File: src/rtl/spi_slave_word.sv
// spi_slave_word: oversampled SPI responder shifting words MSB first, with Rx valid/ack and Tx ready/load handshakes.
module spi_slave_word #(
  parameter int WordLen = 8,
  parameter bit CPOL = 1'b0,
  parameter bit CPHA = 1'b0
) (
  input  logic               clk,
  input  logic               rst,
  input  logic               SCLK,
  input  logic               CS_n,
  input  logic               MOSI,
  output logic               MISO,
  output logic               MISOEn,
  input  logic [WordLen-1:0] TxData,
  input  logic               TxLoad,
  output logic               TxReady,
  output logic               TxUnderrun,
  output logic [WordLen-1:0] RxData,
  output logic               RxValid,
  input  logic               RxAck,
  output logic               RxOverrun
);
  localparam int CW = $clog2(WordLen);
  localparam logic [CW-1:0] LAST = CW'(WordLen - 1);
  typedef enum logic [1:0] {IDLE, LOAD, ACTIVE, DONE} state_t;
  state_t state;
  logic [2:0] sclk_s, cs_s;
  logic [1:0] mosi_s;
  logic [WordLen-1:0] hold, tx_shift, rx_shift;
  logic [CW-1:0] cnt;
  logic fresh, und_p, lead, trail, smp, shf, cs_fall, cs_rise;
  assign lead = (sclk_s[1] != CPOL) && (sclk_s[2] == CPOL);
  assign trail = (sclk_s[1] == CPOL) && (sclk_s[2] != CPOL);
  assign smp = CPHA ? trail : lead;
  assign shf = CPHA ? lead : trail;
  assign cs_fall = !cs_s[1] && cs_s[2];
  assign cs_rise = cs_s[1] && !cs_s[2];
  // fresh: the next shift edge presents the freshly loaded MSB instead of shifting
  // und_p: an empty reload at word completion is flagged when the next word actually starts
  always_ff @(posedge clk or posedge rst)
    if (rst) begin
      sclk_s <= {3{CPOL}};
      cs_s <= 3'b111;
      mosi_s <= '0;
      state <= IDLE;
      hold <= '0;
      tx_shift <= '0;
      rx_shift <= '0;
      cnt <= '0;
      fresh <= 1'b0;
      und_p <= 1'b0;
      MISO <= 1'b0;
      MISOEn <= 1'b0;
      TxReady <= 1'b1;
      TxUnderrun <= 1'b0;
      RxData <= '0;
      RxValid <= 1'b0;
      RxOverrun <= 1'b0;
    end else begin
      sclk_s <= {sclk_s[1:0], SCLK};
      cs_s <= {cs_s[1:0], CS_n};
      mosi_s <= {mosi_s[0], MOSI};
      TxUnderrun <= 1'b0;
      RxOverrun <= 1'b0;
      if (RxAck) RxValid <= 1'b0;
      if (TxLoad && TxReady) begin
        hold <= TxData;
        TxReady <= 1'b0;
      end
      if (cs_rise) begin
        state <= IDLE;
        MISOEn <= 1'b0;
        MISO <= 1'b0;
        cnt <= '0;
        und_p <= 1'b0;
      end else if (state == IDLE) begin
        if (cs_fall) state <= LOAD;
      end else if (state == LOAD || state == DONE) begin
        tx_shift <= TxReady ? '0 : hold;
        if (!TxReady) TxReady <= 1'b1;
        fresh <= CPHA || state == DONE;
        state <= ACTIVE;
        if (state == LOAD) begin
          MISOEn <= 1'b1;
          MISO <= !TxReady && hold[WordLen-1];
          TxUnderrun <= TxReady;
        end else begin
          RxData <= rx_shift;
          RxValid <= 1'b1;
          RxOverrun <= RxValid && !RxAck;
          cnt <= '0;
          und_p <= TxReady;
        end
      end else begin
        if (smp) begin
          rx_shift <= {rx_shift[WordLen-2:0], mosi_s[1]};
          cnt <= cnt + 1'b1;
          if (cnt == LAST) state <= DONE;
        end
        if (shf) begin
          tx_shift <= fresh ? tx_shift : tx_shift << 1;
          MISO <= fresh ? tx_shift[WordLen-1] : tx_shift[WordLen-2];
          fresh <= 1'b0;
        end
        if (lead && und_p) begin
          TxUnderrun <= 1'b1;
          und_p <= 1'b0;
        end
      end
    end
endmodule

File: config.mk
export PLATFORM = sky130hd
export DESIGN_NAME = spi_slave_word
export DESIGN_NICKNAME = d
export VERILOG_FILES = /design/src/rtl/spi_slave_word.sv
export SDC_FILE = /design/constraint.sdc
export NUM_CORES = 1
export LEC_CHECK = 0
export CAP_MARGIN = 15
export CELL_PAD_IN_SITES_DETAIL_PLACEMENT = 1
export CELL_PAD_IN_SITES_GLOBAL_PLACEMENT = 2
export CORE_MARGIN = 5
export CORE_UTILIZATION = 39
export CTS_BUF_LIST = sky130_fd_sc_hd__clkbuf_16
export CTS_CLUSTER_DIAMETER = 100
export DETAILED_ROUTE_END_ITERATION = 6
export GPL_TIMING_DRIVEN = 0
export PLACE_DENSITY = 0.88
export SYNTH_ARGS = -nofsm -noshare
export SYNTH_HDL_FRONTEND = slang
export SYNTH_SLANG_ARGS = --single-unit
export TNS_END_PERCENT = 30
File: constraint.sdc
create_clock -name clk -period 2.7 [get_ports clk]
set_input_delay 0.54 -clock clk [delete_from_list [all_inputs] [get_ports clk]]
set_output_delay 0.54 -clock clk [all_outputs]
set_load 0.02 [all_outputs]
==> results of run 1 <==
## layer usage
| metal | global-route usage, % | share of wire, % | vias up |
|---|---|---|---|
| li1 | - | - | 621 |
| met1 | 16.2 | 43 | 676 |
| met2 | 24.5 | 54 | 18 |
| met3 | 3.66 | 2.3 | 7 |
| met4 | 5.35 | 1.4 | 0 |
| met5 | 0 | 0 | - |
## final cells by class
cell class	instances	area share [%]
plain buffers	5	1.05
clock buffers	5	4.77
clock inverters	3	0.477
inverters	8	1.14
multi-input cells	93	27.1
flip-flops and latches	53	50.7
well taps	70	3.34
repair buffers	29	11.4
## stage by stage
step / utilization, % / cell area [µm²] / power [µW] / setup WS, ps
2_1_floorplan: - / 2100 / 1510 / 880
3_3_place_gp: 47.7 / 2470 / 1690 / -2.01
3_5_place_dp: 48.1 / 2490 / 1750 / 817
4_1_cts: 50.7 / 2630 / 2380 / 610
5_1_grt: 50.7 / 2630 / 2480 / 577
6_report: 50.7 / 2630 / 2330 / 631
## sequential cells by signal (all words and copies together), names as in the netlist, 2 cells and up
| signal | count |
|---|---|
| state | 2 |
| RxData | 8 |
| cnt | 3 |
| rx_shift | 8 |
| mosi_s | 2 |
| hold | 8 |
| cs_s | 3 |
| tx_shift | 8 |
| sclk_s | 3 |
## cell families (layout without fill, tap and decap cells)
group	Yosys count	count (layout)	synth area share (%)
flip-flops	53	53	63.4
AND/OR/NAND/NOR	42	42	10.9
multiplexers	26	26	13.9
AO/OA/AOI/OAI	22	22	7.27
buffers and inverters	13	50	2.74
adder cells (fa/ha/maj)	3	3	1.79
## power by group
group | switching [µW] | internal (µW) | leakage, µW
Sequential | 151 | 1020 | 0.000672
Clock | 258 | 335 | 0.0000687
Combinational | 272 | 293 | 0.000508
Total | 681 | 1650 | 0.00125
## cell usage after synthesis, drive strengths merged
library cell | number | area share, %
dfrtp | 49 | 58
mux2 | 25 | 13
nand2 | 17 | 3.0
nor2 | 9 | 1.6
inv | 8 | 1.4
a22oi | 7 | 2.5
buf | 5 | 1.3
o21ai | 5 | 1.4
dfstp | 4 | 5.0
a21oi | 3 | 0.71
a22o | 3 | 1.3
ha | 3 | 1.8
nand2b | 3 | 1.3
nor3 | 3 | 1.5
a21o | 2 | 0.71
or3 | 2 | 0.60
a221oi | 1 | 0.42
a31oi | 1 | 0.30
and2 | 1 | 0.30
and3 | 1 | 0.30
and3b | 1 | 0.42
and4bb | 1 | 0.60
mux2i | 1 | 0.48
nand3 | 1 | 0.24
nor2b | 1 | 0.30
nor3b | 1 | 0.36
nor4b | 1 | 0.42
## worst paths after layout
path | slack [ps] | cells past startpoint | startpoint | to
min | 360 | 0 | cs_s[0] | cs_s[1]
min reg2reg | 360 | 0 | cs_s[0] | cs_s[1]
min in group asynchronous | 620 | 2 | rst | rx_shift[0]
max reg2reg | 800 | 5 | cs_s[2] | rx_shift[5]
max | 630 | 1 | TxReady | TxReady
max in group asynchronous | 1470 | 3 | rst | cs_s[1]
## layout by cell type, fill, tap and decap left out, drive strengths merged, types with 4 or more instances in the layout
master / instances
dfrtp: 49
clkdlybuf4s50: 28
mux2: 25
nand2: 17
nor2: 9
inv: 8
a22oi: 7
buf: 6
clkbuf: 5
o21ai: 5
dfstp: 4
==> results.toml, run 1 <==
[worst_setup_path]
critical_path.startpoint_type = "register"
crit_path_cell_trace = "clkdlybuf4s50_1"
timing.critical_path.to_type = "output port"
path_max_fanout = 8
critical-path-top-delay-family = "buffers and inverters"
slowest_delay_ps = 630
worst-path-buf-inv = 1
timing.critical_path.required_ps = 2160
crit_type = "register to output port"
arrival_worst_endpoint_ps = 1530
cpMaxStageDelayCell = "sky130_fd_sc_hd__clkdlybuf4s50_1"

[timing]
max-slew-margin-rel_pct = 60.6
tns_ps = 0
max_clock_freq_mhz = 483
layout_worst_path_cycle_share_pct = 76.6
setup_viol_count_final = 0
final.min_clock_period_ps = 2070
rsz0062_at_grt = "false"
transition_time_of_the_tightest_slew_check_pin_ps = 589
hold_viol = 0
finalClockSkew_ps = 3.41
whs_ps = 358
report.final.slew_viol_count = 0

[synthesis]
syn-cell-area_um2 = 2100
synth_nets = 177
syn_inst = 159
synth.yosys.warnings = 0
post_synth.cell_area_avg_um2 = 13.2
number_of_synthesized_register_bits = 53
yosys.cell_types.count = 32
synth_seq_area_share_pct = 63.4

[final_layout]
nFillCells = 525
combined_area_of_the_multi_input_logic_cells_um2 = 711
finalNetCount = 213
synthToLayoutAreaGrowth_pct = 25.0
ff_latch_area_um2 = 1330
ant_diodes = 0
final_layout_size_suffix_gt1_share_pct = 24.0
finalNonFillerCells = 266

[routing]
wire_length_reported_by_the_detailed_router_um = 4350
wire_length_per_cell_um = 16.4
vias_per_cell = 4.97
post-route-drc-count = 0
drt_iter0_drc = 45
num_vias = 1322
drtPass1Iterations = 4
postRouteAntennaNets = 0

[clock_network]
cts-resized-gates = 0
cts_tree = "built"
clock_tree.root_cell = "sky130_fd_sc_hd__clkbuf_16"
cts.repair_timing.setup_buffer_count = 0
cts-buffers-inserted = 5
clockBufferDepth = 2
clkTransAtPathRegs_ps = 60
clock_sinks = 53
htree_num_levels = 2
clock_insertion_delay_worst_skew_ps = 280
cts_hold_buffers = 0

[floorplan]
num_rows = 26
top_level_pins = 29
die_height_um = 83.4
starting_utilization_of_the_core_area_pct = 40.6
design.die.area_um2 = 6950
core_area_um2 = 5170
die-width_um = 83.4

[placed_design]
number_of_cells_in_the_design_after_placement = 258
dpl.hpwl_um = 3070
gp_congestion = 0.736
place.port_buffers = 28

[run]
max-cap-violations = 0

[hold_path]
min_path_type = "register to register"

[power_and_ir_drop]
ir_drop_uv = 399
pwr_density_cell_nw_per_um2 = 889
p_leak_uw = 0.00125

[grt]
antenna_violations_before_repair = 0
grt.total_usage_pct = 13.9
first_global_vias = 1552
grt_pass1_wl_um = 7700
grt_remaining_overflow = 0
maximum_number_of_pins_on_one_net_before_global_route_repair = 30

[status]
status = "complete, no violations"
Note: power is estimated with default switching activity, not from simulation.
==> run 2: changes to the inputs <==
--- a/config.mk
+++ b/config.mk
@@ -9,12 +9,12 @@
 export CELL_PAD_IN_SITES_DETAIL_PLACEMENT = 1
 export CELL_PAD_IN_SITES_GLOBAL_PLACEMENT = 2
 export CORE_MARGIN = 5
-export CORE_UTILIZATION = 39
+export CORE_UTILIZATION = 37
 export CTS_BUF_LIST = sky130_fd_sc_hd__clkbuf_16
 export CTS_CLUSTER_DIAMETER = 100
 export DETAILED_ROUTE_END_ITERATION = 6
 export GPL_TIMING_DRIVEN = 0
-export PLACE_DENSITY = 0.88
+export PLACE_DENSITY = 0.84
 export SYNTH_ARGS = -nofsm -noshare
 export SYNTH_HDL_FRONTEND = slang
 export SYNTH_SLANG_ARGS = --single-unit
==> constraint.sdc (replaced) <==
create_clock -name clk -period 1.95 [get_ports clk]
set_input_delay 0.39 -clock clk [delete_from_list [all_inputs] [get_ports clk]]
set_output_delay 0.39 -clock clk [all_outputs]
set_load 0.02 [all_outputs]
==> results.toml, run 2 (synthesis gave the netlist of run 1 again) <==
[worst_setup_path]
slowest_delay_ps = 530
setup.worst_path.start = "cs_s[1]"
arrival_worst_endpoint_ps = 2030
cpMaxStageDelayCell = "sky130_fd_sc_hd__dfstp_2"
worst-path-buf-inv = 3
crit_cells = 6
crit_path_cell_trace = "ha_1, buf_4, inv_1, nand3_1, buf_2, mux2_2"
worst-r2r-cell-count = 6
timing.critical_path.required_ps = 2120
critical_path.startpoint_type = "register"
critical_path.reg2reg.startpoint = "cs_s[1]"
crit_type = "register to register"
worst-r2r-setup-slack_ps = 80
timing.critical_path.to_type = "register"
worst_r2r_endpoint = "RxData[4]"
path_max_fanout = 10
critical-path-top-delay-family = "buffers and inverters"

[clock_network]
clock_tree.root_cell = "sky130_fd_sc_hd__clkbuf_16"
clock_sinks = 53
htree_num_levels = 2
clockBufferDepth = 2
clkTransAtPathRegs_ps = 60
cts-buffers-inserted = 5
clock_insertion_delay_worst_skew_ps = 290
cts_tree = "built"

[timing]
whs_ps = 349
final.min_clock_period_ps = 1870
max_clock_freq_mhz = 536
max-slew-margin-rel_pct = 60.9
rsz0062_at_grt = "false"
finalClockSkew_ps = 11.0
transition_time_of_the_tightest_slew_check_pin_ps = 584
report.final.slew_viol_count = 0
layout_worst_path_cycle_share_pct = 95.7
fin_ws_ps = 83.6
setup_viol_count_final = 0
hold_viol = 0

[routing]
vias_per_cell = 4.93
wire_length_per_cell_um = 15.9
drtPass1Iterations = 4
topRoutingLayerUsed = "met4"
met2_length_um = 2280
wire_length_reported_by_the_detailed_router_um = 4270
post-route-drc-count = 0
num_vias = 1322
drt_iter0_drc = 69
postRouteAntennaNets = 0
route.layer.met1.wl_um = 1790
wl_met3_um = 135

[floorplan]
design.die.area_um2 = 7280
die-width_um = 85.3
core_area_um2 = 5510
starting_utilization_of_the_core_area_pct = 38.1
num_rows = 27
top_level_pins = 29
die_height_um = 85.3

[grt]
first_global_vias = 1511
grt_pass1_wl_um = 7450
grt.total_usage_pct = 13.1
grt_remaining_overflow = 0
antenna_violations_before_repair = 0
maximum_number_of_pins_on_one_net_before_global_route_repair = 29

[final_layout]
ant_diodes = 0
mostFrequentLayoutCell = "sky130_fd_sc_hd__dfrtp_1"
nFillCells = 576
final_core_util_pct = 47.7
synthToLayoutAreaGrowth_pct = 25.2
finalNetCount = 213
final_layout_size_suffix_gt1_share_pct = 23.5
mostFrequentLayoutCells = "49 x sky130_fd_sc_hd__dfrtp_1, 27 x sky130_fd_sc_hd__clkdlybuf4s50_1, 25 x sky130_fd_sc_hd__mux2_2, 17 x sky130_fd_sc_hd__nand2_1"

[power_and_ir_drop]
pwr_density_cell_nw_per_um2 = 1230
p_leak_uw = 0.00127
ir_drop_uv = 548

[placed_design]
gp_congestion = 0.750
place.port_buffers = 28
dpl.hpwl_um = 3180
pre_cts_slack_ps = 77.9

[run]
max-cap-violations = 0

[hold_path]
timing.hold.worst_endpoint = "mosi_s[1]"
timing.hold.worst.start = "mosi_s[0]"
min_path_type = "register to register"
holdPathStages = 0

[status]
status = "complete, no violations"
## run 2: changes by cell type in the layout (fill, tap and decap cells not counted), sizes merged
cell	previous run	this run
clkinv	3	1
inv	8	10
clkdlybuf4s50	28	27
dlymetal6s2s	0	1
## run 2: worst max path at each step
stage | endpoint | slack [ps]
floorplan | rx_shift[0] | 260
global placement | MISO | -610
detailed placement | rx_shift[0] | 80
CTS | TxReady | 2
global route | RxData[4] | 5
finish | RxData[4] | 80
## run 2: per-stage QoR
step / TNS (ps) / cells / total power, µW / area [µm²]
floorplan: 0 / 159 / 2100 / 2100
global placement: -30550 / 259 / 2350 / 2470
detailed placement: 0 / 260 / 2440 / 2490
CTS: 0 / 268 / 3270 / 2630
global route: 0 / 268 / 3410 / 2630
finish: 0 / 268 / 3220 / 2630
## run 2: worst reg2reg max path: cells and delay by family, from the launching register on
| family | cells | cell delay (ps) |
|---|---|---|
| DFF | 1 | 530 |
| muxes | 1 | 380 |
| buffers and inverters | 3 | 560 |
| adders and majority gates | 1 | 140 |
| and+or+nand+nor | 1 | 140 |
## run 2: cell type report
class                   count  area (µm²)  share of cell area [%]
plain buffers               5        27.5                    1.05
well taps                  72        90.1                    3.43
multi-input cells          93         711                    27.0
flip-flops and latches     53        1330                    50.6
clock buffers               5         125                    4.76
inverters                   8        30.0                    1.14
clock inverters             3        11.3                   0.428
repair buffers             29         303                    11.5
## run 2: metal layers
| metal | global-route usage [%] | vias to the layer above |
|---|---|---|
| li1 | - | 624 |
| met1 | 15.6 | 675 |
| met2 | 22.5 | 17 |
| met3 | 3.79 | 6 |
| met4 | 4.32 | 0 |
| met5 | 0 | - |
## run 2: what timing repair did
action	4_1_cts	5_1_grt
buffers inserted	0	0
endpoints found under the setup margin	0	4
resized for setup	0	1
hold buffers	0	0
## run 2: power by group
group,total [µW],switching (µW),internal [µW]
combinational,770,365,405
sequential,1630,211,1420
clock,823,360,462
